[src/rtl/pattern_detector_counter_if.sv]
// Bus bundle for the serial pattern detector / BCD match counter.
// master drives stimulus and configuration, slave is the detector.
interface pattern_detector_counter_if #(
  parameter int MAX_LEN = 8,
  parameter int DIGITS  = 2,
  parameter int LEN_W   = $clog2(MAX_LEN + 1)
);
  logic                  ena;
  logic                  sig_to_test;
  logic                  cfg_valid;
  logic [MAX_LEN-1:0]    cfg_pattern;
  logic [LEN_W-1:0]      cfg_len;
  logic                  cfg_err;
  logic                  clr_count;
  logic                  z;
  logic [4*DIGITS-1:0]   count_bcd;
  logic                  sat;
  logic [7*DIGITS-1:0]   disp;

  modport master (
    output ena, sig_to_test, cfg_valid, cfg_pattern, cfg_len, clr_count,
    input  cfg_err, z, count_bcd, sat, disp
  );

  modport slave (
    input  ena, sig_to_test, cfg_valid, cfg_pattern, cfg_len, clr_count,
    output cfg_err, z, count_bcd, sat, disp
  );
endinterface

[src/rtl/pattern_detector_counter.sv]
// Serial pattern detector with a loadable pattern of 1..MAX_LEN bits,
// a saturating BCD match counter and registered 7-segment digit drive.
module pattern_detector_counter #(
  parameter int MAX_LEN        = 8,
  parameter int DIGITS         = 2,
  parameter int OVERLAP        = 1,
  parameter int SEG_ACTIVE_LOW = 1
) (
  input  logic                        clk,
  input  logic                        rst,
  pattern_detector_counter_if.slave   bus
);
  localparam int LEN_W = $clog2(MAX_LEN + 1);

  typedef enum logic [1:0] {
    ST_CFG  = 2'd0,
    ST_FILL = 2'd1,
    ST_RUN  = 2'd2
  } state_t;

  // Glyph for one BCD digit; codes outside 0..9 blank the digit.
  function automatic logic [6:0] seg_glyph(input logic [3:0] d);
    logic [6:0] g;
    case (d)
      4'd0:    g = 7'b1000000;
      4'd1:    g = 7'b1111001;
      4'd2:    g = 7'b0100100;
      4'd3:    g = 7'b0110000;
      4'd4:    g = 7'b0011001;
      4'd5:    g = 7'b0010010;
      4'd6:    g = 7'b0000010;
      4'd7:    g = 7'b1111000;
      4'd8:    g = 7'b0000000;
      4'd9:    g = 7'b0011000;
      default: g = 7'b1111111;
    endcase
    if (SEG_ACTIVE_LOW != 0) begin
      seg_glyph = g;
    end else begin
      seg_glyph = ~g;
    end
  endfunction

  // Segment image of a whole BCD count.
  function automatic logic [7*DIGITS-1:0] disp_of(input logic [4*DIGITS-1:0] c);
    logic [7*DIGITS-1:0] r;
    r = '0;
    for (int i = 0; i < DIGITS; i++) begin
      r[7*i +: 7] = seg_glyph(c[4*i +: 4]);
    end
    disp_of = r;
  endfunction

  // Decimal increment with ripple carry across digits.
  function automatic logic [4*DIGITS-1:0] bcd_inc(input logic [4*DIGITS-1:0] c);
    logic [4*DIGITS-1:0] r;
    logic                carry;
    r     = c;
    carry = 1'b1;
    for (int i = 0; i < DIGITS; i++) begin
      if (carry && (c[4*i +: 4] == 4'd9)) begin
        r[4*i +: 4] = 4'd0;
      end else if (carry) begin
        r[4*i +: 4] = c[4*i +: 4] + 4'd1;
        carry       = 1'b0;
      end else begin
        r[4*i +: 4] = c[4*i +: 4];
      end
    end
    bcd_inc = r;
  endfunction

  // True when every digit reads 9 (the counter cannot advance further).
  function automatic logic all_nines(input logic [4*DIGITS-1:0] c);
    logic r;
    r = 1'b1;
    for (int i = 0; i < DIGITS; i++) begin
      if (c[4*i +: 4] != 4'd9) begin
        r = 1'b0;
      end else begin
        r = r;
      end
    end
    all_nines = r;
  endfunction

  state_t              state_q, state_d;
  logic [MAX_LEN-1:0]  pattern_q, pattern_d;
  logic [LEN_W-1:0]    len_q, len_d;
  logic [MAX_LEN-1:0]  hist_q, hist_d;
  logic [LEN_W-1:0]    fill_q, fill_d;
  logic                z_q, z_d;
  logic                cfg_err_q, cfg_err_d;
  logic [4*DIGITS-1:0] count_q, count_d;
  logic                sat_q, sat_d;
  logic [7*DIGITS-1:0] disp_q, disp_d;

  logic [MAX_LEN-1:0]  mask_s;
  logic [MAX_LEN-1:0]  hist_sh_s;
  logic [LEN_W-1:0]    fill_inc_s;
  logic                len_ok_s;
  logic                match_s;

  // Compare mask covering the low len_q bits of history and pattern.
  always_comb begin
    mask_s = '0;
    for (int i = 0; i < MAX_LEN; i++) begin
      mask_s[i] = (LEN_W'(i) < len_q);
    end
  end

  // Candidate history/fill after accepting the current sample, and match test on it.
  always_comb begin
    hist_sh_s  = {hist_q[MAX_LEN-2:0], bus.sig_to_test};
    fill_inc_s = (fill_q == LEN_W'(MAX_LEN)) ? fill_q : (fill_q + LEN_W'(1));
    len_ok_s   = (bus.cfg_len != LEN_W'(0)) && (bus.cfg_len <= LEN_W'(MAX_LEN));
    match_s    = (fill_inc_s >= len_q) && (((hist_sh_s ^ pattern_q) & mask_s) == '0);
  end

  // Next-state logic: loads, sampling FSM, match pulse, counter and display.
  always_comb begin
    state_d   = state_q;
    pattern_d = pattern_q;
    len_d     = len_q;
    hist_d    = hist_q;
    fill_d    = fill_q;
    z_d       = 1'b0;
    cfg_err_d = 1'b0;
    count_d   = count_q;
    sat_d     = sat_q;
    disp_d    = disp_of(count_q);

    if (bus.cfg_valid && len_ok_s) begin
      // A fresh load wins over the sample taken in the same cycle.
      pattern_d = bus.cfg_pattern;
      len_d     = bus.cfg_len;
      hist_d    = '0;
      fill_d    = '0;
      state_d   = ST_FILL;
    end else begin
      // A rejected load only flags the error; sampling carries on.
      cfg_err_d = bus.cfg_valid;
      case (state_q)
        ST_CFG: begin
          state_d = ST_CFG;
        end
        ST_FILL, ST_RUN: begin
          if (bus.ena) begin
            hist_d = hist_sh_s;
            fill_d = fill_inc_s;
            if (match_s && (OVERLAP == 0)) begin
              z_d     = 1'b1;
              fill_d  = '0;
              state_d = ST_FILL;
            end else if (match_s) begin
              z_d     = 1'b1;
              state_d = ST_RUN;
            end else if (fill_inc_s >= len_q) begin
              state_d = ST_RUN;
            end else begin
              state_d = state_q;
            end
          end else begin
            state_d = state_q;
          end
        end
        default: begin
          state_d = ST_CFG;
        end
      endcase
    end

    // Count advances during the z cycle; a clear in that cycle wins.
    if (bus.clr_count) begin
      count_d = '0;
      sat_d   = 1'b0;
    end else if (z_q && all_nines(count_q)) begin
      sat_d = 1'b1;
    end else if (z_q) begin
      count_d = bcd_inc(count_q);
    end else begin
      count_d = count_q;
    end
  end

  // State and output registers with asynchronous reset.
  always_ff @(posedge clk or posedge rst) begin
    if (rst) begin
      state_q   <= ST_CFG;
      pattern_q <= '0;
      len_q     <= '0;
      hist_q    <= '0;
      fill_q    <= '0;
      z_q       <= 1'b0;
      cfg_err_q <= 1'b0;
      count_q   <= '0;
      sat_q     <= 1'b0;
      disp_q    <= disp_of('0);
    end else begin
      state_q   <= state_d;
      pattern_q <= pattern_d;
      len_q     <= len_d;
      hist_q    <= hist_d;
      fill_q    <= fill_d;
      z_q       <= z_d;
      cfg_err_q <= cfg_err_d;
      count_q   <= count_d;
      sat_q     <= sat_d;
      disp_q    <= disp_d;
    end
  end

  assign bus.z         = z_q;
  assign bus.cfg_err   = cfg_err_q;
  assign bus.count_bcd = count_q;
  assign bus.sat       = sat_q;
  assign bus.disp      = disp_q;
endmodule

[src/flat_wrapper.sv]
// flat-port wrapper written by rule: the top's interface ports become plain ports
module pattern_detector_counter_flat 
#(
  parameter int MAX_LEN        = 8,
  parameter int DIGITS         = 2,
  parameter int OVERLAP        = 1,
  parameter int SEG_ACTIVE_LOW = 1
)
  (clk, rst, bus_ena, bus_sig_to_test, bus_cfg_valid, bus_cfg_pattern, bus_cfg_len, bus_clr_count, bus_cfg_err, bus_z, bus_count_bcd, bus_sat, bus_disp);
  pattern_detector_counter_if #(.MAX_LEN(MAX_LEN), .DIGITS(DIGITS)) bus_i ();
  input  logic clk;
  input  logic rst;
  input wire logic [$bits(bus_i.ena)-1:0] bus_ena;
  input wire logic [$bits(bus_i.sig_to_test)-1:0] bus_sig_to_test;
  input wire logic [$bits(bus_i.cfg_valid)-1:0] bus_cfg_valid;
  input wire logic [$bits(bus_i.cfg_pattern)-1:0] bus_cfg_pattern;
  input wire logic [$bits(bus_i.cfg_len)-1:0] bus_cfg_len;
  input wire logic [$bits(bus_i.clr_count)-1:0] bus_clr_count;
  output wire logic [$bits(bus_i.cfg_err)-1:0] bus_cfg_err;
  output wire logic [$bits(bus_i.z)-1:0] bus_z;
  output wire logic [$bits(bus_i.count_bcd)-1:0] bus_count_bcd;
  output wire logic [$bits(bus_i.sat)-1:0] bus_sat;
  output wire logic [$bits(bus_i.disp)-1:0] bus_disp;
  assign bus_i.ena = bus_ena;
  assign bus_i.sig_to_test = bus_sig_to_test;
  assign bus_i.cfg_valid = bus_cfg_valid;
  assign bus_i.cfg_pattern = bus_cfg_pattern;
  assign bus_i.cfg_len = bus_cfg_len;
  assign bus_i.clr_count = bus_clr_count;
  assign bus_cfg_err = bus_i.cfg_err;
  assign bus_z = bus_i.z;
  assign bus_count_bcd = bus_i.count_bcd;
  assign bus_sat = bus_i.sat;
  assign bus_disp = bus_i.disp;
  pattern_detector_counter #(.MAX_LEN(MAX_LEN), .DIGITS(DIGITS), .OVERLAP(OVERLAP), .SEG_ACTIVE_LOW(SEG_ACTIVE_LOW)) u_core (.clk(clk), .rst(rst), .bus(bus_i));
endmodule
[config.mk]
export PLATFORM = sky130hd
export DESIGN_NAME = pattern_detector_counter_flat
export DESIGN_NICKNAME = d
export VERILOG_FILES = /design/src/rtl/pattern_detector_counter_if.sv /design/src/rtl/pattern_detector_counter.sv /design/src/flat_wrapper.sv
export SDC_FILE = /design/constraint.sdc
export NUM_CORES = 1
export LEC_CHECK = 0
export BUFFER_PORTS_ARGS = -buffer_cell sky130_fd_sc_hd__buf_2
export CAP_MARGIN = 20
export CORE_MARGIN = 4
export CORE_UTILIZATION = 44
export DETAILED_ROUTE_END_ITERATION = 7
export PLACE_DENSITY = 0.66
export SETUP_SLACK_MARGIN = 0.3
export SLEW_MARGIN = 5
export SYNTH_ARGS = -nofsm -noshare
export SYNTH_HDL_FRONTEND = slang
export SYNTH_SLANG_ARGS = --single-unit
[constraint.sdc]
create_clock -name clk -period 6.5 [get_ports clk]
set_input_delay 0.325 -clock clk [delete_from_list [all_inputs] [get_ports clk]]
set_output_delay 0.325 -clock clk [all_outputs]
set_load 0.005 [all_outputs]
==> insert_results.sql <==
INSERT INTO impl_metrics (metric_group, metric, value, unit) VALUES
('run_status', 'run_status', 'finished clean', ''),
('floorplan', 'die_area', '7400', 'µm²'),
('clock_network', 'clk_root_buffer_cell', 'clkbuf_8', ''),
('power', 'post-layout-total-power', '862', 'µW'),
('sta', 'maxSlewHeadroom', '52.2', '%'),
('synthesis', 'synth_cell_area', '2680', 'µm²'),
('detailed_routing', 'drt-total-wl', '5.14', 'mm'),
('detailed_routing', 'drt_iter0_drc', '115', ''),
('clock_network', 'postCtsResizedCells', '0', ''),
('power', 'internal_power', '589', 'µW'),
('detailed_routing', 'final_antenna_net_count', '0', ''),
('power', 'comb_power_share', '27.5', '%'),
('critical_path', 'worst_ep_arrival_time', '2.72', 'ns'),
('power', 'power.share.sequential', '45.5', '%'),
('placed_design', 'place.detailed.hpwl', '3.59', 'mm'),
('final_layout', 'finalNonFillerCells', '378', ''),
('final_layout', 'finalNetCount', '336', ''),
('sta', 'hold-worst-slack', '0.232', 'ns'),
('grt', 'grt_antenna_before_repair', '0', ''),
('power', 'power.switching_fraction', '31.7', '%'),
('grt', 'grt_use_total', '14.4', '%'),
('grt', 'grt_pass1_wl', '8.60', 'mm'),
('synthesis', 'ys_types', '46', ''),
('grt', 'grt_max_degree', '51', ''),
('clock_network', 'path_clk_slew', '0.09', 'ns'),
('floorplan', 'std_cell_rows', '28', ''),
('synthesis', 'postSynthNetCount', '297', ''),
('critical_path', 'timing.critical_path.required', '6.66', 'ns'),
('power', 'powerDensity', '281', 'nW/µm²'),
('sta', 'worstMarginPinSlew', '0.698', 'ns'),
('sta', 'final.setup_skew', '0.0108', 'ns'),
('detailed_routing', 'routed-via-count', '1941', ''),
('sta', 'rsz0062_at_grt', 'false', ''),
('sta', 'clock.fmax', '390', 'MHz'),
('synthesis', 'main_area_contributors_after_synthesis', 'dfrtp_1 (45%), ha_1 (7.5%), o21ai_0 (4.1%)', ''),
('synthesis', 'synth.ff_latch_count', '50', ''),
('final_layout', 'layout_cell_share_with_drive_strength_beyond_1', '24.4', '%'),
('grt', 'grt_pass1_vias', '1892', ''),
('detailed_routing', 'drt_first_pass_iters', '4', ''),
('detailed_routing', 'drc', '0', ''),
('floorplan', 'height_of_the_chip', '86.0', 'µm'),
('final_layout', 'antenna_diode_count', '0', ''),
('final_layout', 'finalCoreUtilization', '51.9', '%'),
('synthesis', 'ys_warn_count', '0', ''),
('job', 'timing.max_cap.violations', '0', ''),
('sta', 'final-hold-violation-count', '0', ''),
('synthesis', 'async_flop_share', '100', '%'),
('critical_path', 'critPathLaunchType', 'register', ''),
('sta', 'finalCritPeriodShare', '39.4', '%'),
('detailed_routing', 'post_drt_via_cell_ratio', '5.13', ''),
('critical_path', 'start_to_end_type_of_the_worst_setup_path', 'reg -> reg', ''),
('sta', 'report.final.slew_viol_count', '0', ''),
('floorplan', 'initial_core_util', '45.2', '%'),
('floorplan', 'io-pin-count', '43', ''),
('critical_path', 'critPathTopFamily', 'simple AND/OR/NAND/NOR gates', ''),
('synthesis', 'yosysTopAreaCellShare', '44.9', '%'),
('critical_path', 'critPathSlowestCell', 'a2111oi_0', ''),
('synthesis', 'synth_enable_flop_cells', '0', ''),
('floorplan', 'core-area', '5920', 'µm²'),
('placed_design', 'place_area', '2920', 'µm²'),
('grt', 'overflow', '0', ''),
('synthesis', 'synth_common_cells', 'dfrtp_1 (48), o21ai_0 (22), nor2_1 (20), nand2_1 (18)', ''),
('synthesis', 'synthCells', '263', ''),
('power', 'netSwitchingPower', '273', 'µW'),
('power', 'ir_drop', '0.204', 'mV'),
('detailed_routing', 'route.detailed.wl_per_inst', '13.6', 'µm'),
('synthesis', 'share_of_synthesized_area_occupied_by_flip_flops_and_latches', '46.8', '%'),
('final_layout', 'num-fill-cells', '545', ''),
('clock_network', 'cts_buffers', '5', ''),
('sta', 'finalSetupTns', '0', 'ns'),
('placed_design', 'placed_cells', '368', '');
## final cells by class
cell class	instances	area (µm²)	area share, %
clock buffers	6	82.6	2.69
flip-flops and latches	50	1250	40.8
repair buffers	46	255	8.31
clock inverters	2	38.8	1.26
inverters	15	56.3	1.83
well taps	75	93.8	3.06
multi-input cells	184	1290	42.0
## what timing repair did
item	CTS	global route
setup buffers	0	0
hold buffers	0	1
endpoints found under the hold margin	0	8
## path summary, 6_finish.rpt
kind,from,end,slack [ns],cells after the start
setup / recovery,u_core.fill_q[0],u_core.bus.z,3.94,10
max in group asynchronous,rst,u_core.bus.disp[6],5.50,4
setup reg to reg,u_core.fill_q[0],u_core.bus.z,3.94,10
hold / removal,bus_cfg_pattern[2],u_core.pattern_q[2],0.23,2
hold reg to reg,u_core.bus.sat,u_core.bus.sat,0.52,2
min in group asynchronous,rst,u_core.bus.count_bcd[1],0.47,3
## registers in the layout (all words and copies together), names as in the netlist
| signal | cells |
|---|---|
| u_core.state_q | 2 |
| u_core.bus.count_bcd | 8 |
| u_core.pattern_q | 8 |
| u_core.len_q | 4 |
| u_core.hist_q | 7 |
| u_core.bus.sat | 1 |
| u_core.fill_q | 4 |
| u_core.bus.disp | 14 |
| u_core.bus.cfg_err | 1 |
| u_core.bus.z | 1 |
## cells in the final DEF (no fill, tap or decap), types with 2 or more instances in the layout
cell type and count:
mux2_1 6, nand2b_1 10, buf_4 2, and2_1 2, nand2_1 18, o21ai_0 22
nor3b_1 2, xor2_1 6, mux2_4 5, buf_2 42, a21oi_2 9, clkbuf_8 6
ha_1 16, dfstp_2 2, nor3_1 2, a31oi_1 2, dfrtp_1 48, or4_1 2
inv_1 14, a311oi_1 2, a21oi_1 16, nand3_1 12, xnor2_1 10, nor2_1 20
nand3b_1 2
## layer usage
metal / global-route usage (%) / wire length, µm
met2: 23.5 / 2500
met5: 0 / 0
met4: 4.17 / 40
met1: 19.1 / 2430
met3: 3.36 / 169
## power by group through the flow
stage | Combinational (mW) | Clock, mW | Sequential [mW]
after floorplan | 0.185 | 0 | 0.388
after global placement | 0.230 | 0 | 0.397
after detailed placement | 0.236 | 0 | 0.398
after CTS | 0.237 | 0.238 | 0.392
after global routing | 0.266 | 0.254 | 0.399
final | 0.237 | 0.233 | 0.392
## logic make-up (layout without fill, tap and decap cells)
kind of cell	after synthesis	after routing	synth area share [%]
simple gates	78	78	15.1
compound gates	62	62	14.6
flops	50	50	46.8
buf+inv	29	69	5.00
fa+ha+maj	16	16	7.48
xor+xnor	16	16	5.23
mux	12	12	5.70
No activity file was read; power rests on OpenSTA's default activity.
